### config.mk
export PLATFORM = sky130hd
export DESIGN_NAME = alu_sched
export DESIGN_NICKNAME = d
export VERILOG_FILES = /design/src/rtl/alu_pkg.sv /design/src/rtl/alu_sched_rr_arb2.sv /design/src/rtl/alu_sched.sv
export SDC_FILE = /design/constraint.sdc
export NUM_CORES = 1
export LEC_CHECK = 0
export ABC_AREA = 1
export CAP_MARGIN = 15
export CORE_AREA = 2 2 141 143
export DETAILED_ROUTE_END_ITERATION = 10
export DIE_AREA = 0 0 143 145
export PLACE_DENSITY = 0.79
export SETUP_SLACK_MARGIN = 0.1
export SLEW_MARGIN = 10
export SYNTH_ARGS = -nofsm -noshare
export SYNTH_HDL_FRONTEND = slang
export SYNTH_SLANG_ARGS = --single-unit
export TNS_END_PERCENT = 50
### constraint.sdc
create_clock -name clk -period 3.9 [get_ports clk]
set_input_delay 1.17 -clock clk [delete_from_list [all_inputs] [get_ports clk]]
set_output_delay 1.17 -clock clk [all_outputs]
set_load 0.01 [all_outputs]
### src/rtl/alu_pkg.sv
// Shared opcode constants, class/state enums and the opcode class decoder for alu_sched.
package alu_pkg;

  localparam int ALU_OPC_W = 6;

  localparam logic [ALU_OPC_W-1:0] OPC_RTYPE = 6'b000000;
  localparam logic [ALU_OPC_W-1:0] OPC_BEQ   = 6'b000100;
  localparam logic [ALU_OPC_W-1:0] OPC_BNE   = 6'b000101;
  localparam logic [ALU_OPC_W-1:0] OPC_BLE   = 6'b000110;
  localparam logic [ALU_OPC_W-1:0] OPC_BGT   = 6'b000111;
  localparam logic [ALU_OPC_W-1:0] OPC_J     = 6'b111111;
  localparam logic [ALU_OPC_W-1:0] OPC_JR    = 6'b111110;
  localparam logic [ALU_OPC_W-1:0] OPC_JAL   = 6'b111101;

  typedef enum logic [1:0] {
    CLS_R,
    CLS_I,
    CLS_J
  } alu_class_t;

  typedef enum logic [1:0] {
    IDLE,
    ISSUE,
    RESP
  } sched_state_t;

  function automatic alu_class_t alu_class_of(input logic [ALU_OPC_W-1:0] opcode);
    alu_class_t cls;
    case (opcode)
      OPC_RTYPE: cls = CLS_R;
      OPC_BEQ, OPC_BNE, OPC_BLE, OPC_BGT,
      OPC_J, OPC_JR, OPC_JAL: cls = CLS_J;
      default: cls = CLS_I;
    endcase
    return cls;
  endfunction

endpackage

### src/rtl/alu_sched_rr_arb2.sv
// Two-way round-robin arbiter: one-hot grant, priority flips to the other port after each update.
module rr_arb2 (
  input  logic       clk,
  input  logic       rst,
  input  logic [1:0] req,
  input  logic       update,
  output logic [1:0] grant
);

  logic last_q;
  logic last_d;

  always_comb begin
    case (req)
      2'b01:   grant = 2'b01;
      2'b10:   grant = 2'b10;
      2'b11:   grant = last_q ? 2'b01 : 2'b10;
      default: grant = 2'b00;
    endcase
    last_d = update ? grant[1] : last_q;
  end

  // Reset to port 1 so port 0 wins the first tie.
  always_ff @(posedge clk) begin
    if (rst) begin
      last_q <= 1'b1;
    end else begin
      last_q <= last_d;
    end
  end

endmodule

### src/rtl/alu_sched.sv
// Schedules the shared ALU between execute (port 0) and branch resolver (port 1).
// Optional per-port grant and stall counters are enabled by defining ALU_SCHED_PERF_EN.
module alu_sched
  import alu_pkg::*;
#(
  parameter int DATA_W = 32,
  parameter int OPC_W  = 6
) (
  input  logic              clk,
  input  logic              rst,
  input  logic [1:0]        req_valid,
  output logic [1:0]        req_ready,
  input  logic [31:0]       req_instr0,
  input  logic [31:0]       req_instr1,
  input  logic [DATA_W-1:0] req_a0,
  input  logic [DATA_W-1:0] req_a1,
  input  logic [DATA_W-1:0] req_b0,
  input  logic [DATA_W-1:0] req_b1,
  output logic [1:0]        rsp_valid,
  input  logic [1:0]        rsp_ready,
  output logic [DATA_W-1:0] rsp_c,
  output logic              rsp_branch,
  output logic [31:0]       alu_instruction,
  output logic [DATA_W-1:0] alu_a,
  output logic [DATA_W-1:0] alu_b,
  output logic              alu_rtype,
  output logic              alu_itype,
  output logic              alu_jtype,
  input  logic [DATA_W-1:0] alu_c,
  input  logic              alu_branch
`ifdef ALU_SCHED_PERF_EN
  ,
  output logic [31:0]       perf_grant0,
  output logic [31:0]       perf_grant1,
  output logic [31:0]       perf_stall
`endif
);

  sched_state_t      state_q, state_d;
  logic [31:0]       instr_q, instr_d;
  logic [DATA_W-1:0] a_q, a_d;
  logic [DATA_W-1:0] b_q, b_d;
  logic              g_q, g_d;
  alu_class_t        cls_q, cls_d;
  logic [DATA_W-1:0] c_q, c_d;
  logic              br_q, br_d;

  logic [1:0]        arb_req;
  logic [1:0]        grant;
  logic              hs;
  logic              hs_port;
  logic [31:0]       sel_instr;
  logic [DATA_W-1:0] sel_a;
  logic [DATA_W-1:0] sel_b;
  logic [OPC_W-1:0]  sel_opc;

  // Arbitration is only offered in IDLE and never while reset is asserted.
  always_comb begin
    arb_req = (state_q == IDLE && !rst) ? req_valid : '0;
  end

  rr_arb2 u_arb (
    .clk    (clk),
    .rst    (rst),
    .req    (arb_req),
    .update (hs),
    .grant  (grant)
  );

  always_comb begin
    req_ready = grant & arb_req;
    hs        = |req_ready;
    hs_port   = req_ready[1];
    sel_instr = hs_port ? req_instr1 : req_instr0;
    sel_a     = hs_port ? req_a1 : req_a0;
    sel_b     = hs_port ? req_b1 : req_b0;
    sel_opc   = sel_instr[31 -: OPC_W];
  end

  always_comb begin
    state_d = state_q;
    instr_d = instr_q;
    a_d     = a_q;
    b_d     = b_q;
    g_d     = g_q;
    cls_d   = cls_q;
    c_d     = c_q;
    br_d    = br_q;
    case (state_q)
      IDLE: begin
        if (hs) begin
          state_d = ISSUE;
          instr_d = sel_instr;
          a_d     = sel_a;
          b_d     = sel_b;
          g_d     = hs_port;
          cls_d   = alu_class_of(sel_opc);
        end
      end
      ISSUE: begin
        state_d = RESP;
        c_d     = alu_c;
        br_d    = (cls_q == CLS_J) ? alu_branch : 1'b0;
      end
      RESP: begin
        if (rsp_ready[g_q]) begin
          state_d = IDLE;
        end
      end
      default: state_d = IDLE;
    endcase
  end

  always_ff @(posedge clk) begin
    if (rst) begin
      state_q <= IDLE;
      instr_q <= '0;
      a_q     <= '0;
      b_q     <= '0;
      g_q     <= 1'b0;
      cls_q   <= CLS_R;
      c_q     <= '0;
      br_q    <= 1'b0;
    end else begin
      state_q <= state_d;
      instr_q <= instr_d;
      a_q     <= a_d;
      b_q     <= b_d;
      g_q     <= g_d;
      cls_q   <= cls_d;
      c_q     <= c_d;
      br_q    <= br_d;
    end
  end

  always_comb begin
    alu_instruction = instr_q;
    alu_a           = a_q;
    alu_b           = b_q;
    alu_rtype       = (state_q == ISSUE) && (cls_q == CLS_R);
    alu_itype       = (state_q == ISSUE) && (cls_q == CLS_I);
    alu_jtype       = (state_q == ISSUE) && (cls_q == CLS_J);
    rsp_valid       = (state_q == RESP) ? (g_q ? 2'b10 : 2'b01) : 2'b00;
    rsp_c           = c_q;
    rsp_branch      = br_q;
  end

`ifdef ALU_SCHED_PERF_EN
  logic [31:0] grant0_q, grant0_d;
  logic [31:0] grant1_q, grant1_d;
  logic [31:0] stall_q, stall_d;

  always_comb begin
    grant0_d = grant0_q + {31'b0, hs & ~hs_port};
    grant1_d = grant1_q + {31'b0, hs & hs_port};
    stall_d  = stall_q + {31'b0, |(req_valid & ~req_ready)};
  end

  always_ff @(posedge clk) begin
    if (rst) begin
      grant0_q <= '0;
      grant1_q <= '0;
      stall_q  <= '0;
    end else begin
      grant0_q <= grant0_d;
      grant1_q <= grant1_d;
      stall_q  <= stall_d;
    end
  end

  always_comb begin
    perf_grant0 = grant0_q;
    perf_grant1 = grant1_q;
    perf_stall  = stall_q;
  end
`endif

endmodule

==> impl_metrics.toml <==
[power]
powerDensity_mw_per_mm2 = 406.6
clkPwrFrac_pct = 38.6
p_leak_nw = 4.605
seq_power_share_pct = 37.6
pwr-share-comb_pct = 23.8
switching_share_pct = 28.98
p_sw_mw = 1.225
vdd_drop_max_uv = 283.3
internal_power_mw = 3.001

[critical_path]
crit_start = "req_valid[0]"
path_depth = 5
end_kind = "primary output"
crit_required_ps = 2730
r2r-start = "state_q[1]$_SDFFE_PP0P_"
timing.critical_path.buf_inv = 2
critical_path_class = "in2out"
reg2reg_depth = 10
cp.arrival_ps = 2490
crit_path_max_fanout = 4
crit_top_cell = "clkdlybuf4s50_1"
cp_slowest_cell = "clkdlybuf4s50_1"
cp_cell_sequence = "clkdlybuf4s50_1 > nand2_1 > nand2_2 > nor2_4 > clkdlybuf4s50_1"
cpPeakStageDelay_ps = 540
crit_family = "buffers and inverters"
cp-start-kind = "input port"

[die]
row_count = 51
io-pin-count = 367
fp.dieW_um = 143
core_area_mm2 = 0.01921
die_h_um = 145
dieArea_mm2 = 0.02074
start_util_pct = 31.10

[clock_tree]
holdBufCountCts = 0
numCtsBuffers = 17
cts_root_buffer = "clkbuf_16"
clock_sinks = 135
cts.htree.levels = 4
cts_tree = "done"
clk_latency_ps = 410
clockBufferDepth = 2
clkTransAtPathRegs_ps = 70

[drt]
vias_per_cell = 4.524
wl_met2_mm = 9.730
first_pass_iters = 4
routed_wl_mm = 20.49
vias = 6533
routed-wl-met3_mm = 1.794
drc_errors = 0
drt-initial-drc-count = 235
wl_per_cell_um = 14.19
top_layer_used = "met4"
antenna_left = 0
wl_met1_mm = 8.498

[grt]
antenna_found_initial = 0
grt.overflow.total = 0
grt_max_degree = 97
grt_pass1_wl_mm = 31.49
globalRouteTotalUtil_pct = 18.91
grt_pass1_vias = 6254

[placement]
pre_cts_ws_ps = 139.1
gp_congestion = 0.8328
place_hpwl_mm = 14.58
placedCellCount = 1412
portBuffers = 366

[final_layout]
layout_common_cells = "clkdlybuf4s50_1, nand2_1, dfxtp_1"
final_nets = 1397
areaGrowthSynthToFinish_pct = 73.98
fin_util_pct = 54.11
seqCellArea_mm2 = 0.002703
layout_commonest_cell = "clkdlybuf4s50_1"
multi_input_area_mm2 = 0.002542
num_antenna_cells = 0
fill_cells = 1777
drive_gt1_share_pct = 6.022
layout.cells.non_filler = 1444

[synth]
syn_area_mm2 = 0.005973
synth-seq-cells = 135
seq_area_frac_synth_pct = 45.25
netlist_instances = 828
synth_nets = 1059
ys_warn_count = 0
syn_area_per_cell_um2 = 7.214
synth.distinct_cells = 23

[timing]
setup_slack_ps = 236.9
skew_ps = 12.94
timing.final.crit_share_pct = 93.93
tightestPinTransition_ps = 1036
final_hold_viol_count = 0
fin_tns_setup_ps = 0
period_needed_ps = 3663
rsz0062_at_grt = "no"
relSlewSlack_pct = 30.93
max_freq_mhz = 273.0
setup_viol = 0
drv_slew = 0

[job]
max_cap_viol_count = 0

[outcome]
status = "finished, final reports clean"

[worst_hold_path]
min_path_cells = 2
min_path_type = "reg2reg"
min_from = "alu_b[0]$_SDFFE_PP0P_"
-- area by class of cell --
| cell class | count | area share, % |
|---|---|---|
| clock buffer | 17 | 4.093 |
| clock inverter | 15 | 1.673 |
| inverter | 107 | 3.925 |
| multi-input combinational | 525 | 24.46 |
| sequential | 135 | 26.01 |
| tap | 265 | 3.190 |
| timing repair buffer | 380 | 36.65 |
-- tightest hold or removal path, delay by kind of cell (launching register included) --
kind                   cells  cell delay [ps]
AOI/OAI and AO/OA          1               90
buffers and inverters      1               50
DFF                        1              320
-- sequential cells by signal (all words and copies together), names as in the netlist --
| register | count |
|---|---|
| alu_b | 32 |
| g_q | 1 |
| alu_a | 32 |
| alu_instruction | 32 |
| rsp_branch | 1 |
| u_arb.last_q | 1 |
| cls_q | 2 |
| rsp_c | 32 |
| state_q | 2 |
-- layer usage --
layer / vias to the layer above / track usage, %
met5: - / 0
met4: 0 / 6.832
met3: 34 / 6.436
met2: 243 / 32.56
met1: 2892 / 21.52
li1: 3364 / -
-- power groups by stage --
| stage | Sequential [mW] | Combinational, mW | Clock [mW] |
|---|---|---|---|
| finish | 1.59 | 1.00 | 1.63 |
| global route | 1.60 | 1.09 | 1.74 |
| CTS | 1.59 | 1.02 | 1.68 |
| detailed placement | 1.62 | 1.01 | 0 |
| global placement | 1.61 | 1.00 | 0 |
| floorplan | 1.68 | 0.352 | 0 |
-- stage by stage --
step                power, mW  hold WS, ps  instance area (µm²)
finish                  4.226        494.6                10390
global route            4.436        514.0                10390
CTS                     4.284        499.5                10390
detailed placement      2.629        478.3                 9791
global placement        2.616        475.9                 9791
floorplan               2.029        446.9                 5973
-- Yosys cell counts, drive strengths merged --
cell type    n  share of area (%)
or2          1               0.10
nor2        76                4.9
nor3         2               0.17
dfxtp      135                 45
o21bai       3               0.38
o21ai       43                3.7
buf         41                4.3
a22oi        1               0.13
a21oi        9               0.75
o31ai        1               0.13
clkbuf      20                1.3
inv        107                6.7
nand2      204                 13
o211ai      90                 11
nand3       95                8.0
-- timing repair --
item,4_1_cts,5_1_grt
setup buffers,0,0
gates resized for setup,0,1
endpoints found under the setup margin,0,1
-- kinds of logic after synthesis --
logic type / count (synthesis) / share of synthesized area [%]
buffers and inverters: 168 / 12.27
AND/OR/NAND/NOR: 378 / 26.12
AO/OA/AOI/OAI: 147 / 16.36
flip-flops: 135 / 45.25
-- path summary, 6_finish.rpt --
| check | endpoint | slack [ps] |
|---|---|---|
| setup reg to reg | cls_q[1]$_SDFFE_PP0P_ | 1650 |
| hold reg to reg | alu_b[0]$_SDFFE_PP0P_ | 490 |
| hold / removal | alu_b[0]$_SDFFE_PP0P_ | 490 |
| setup / recovery | req_ready[1] | 240 |
No activity file was read; power rests on OpenSTA's default activity.
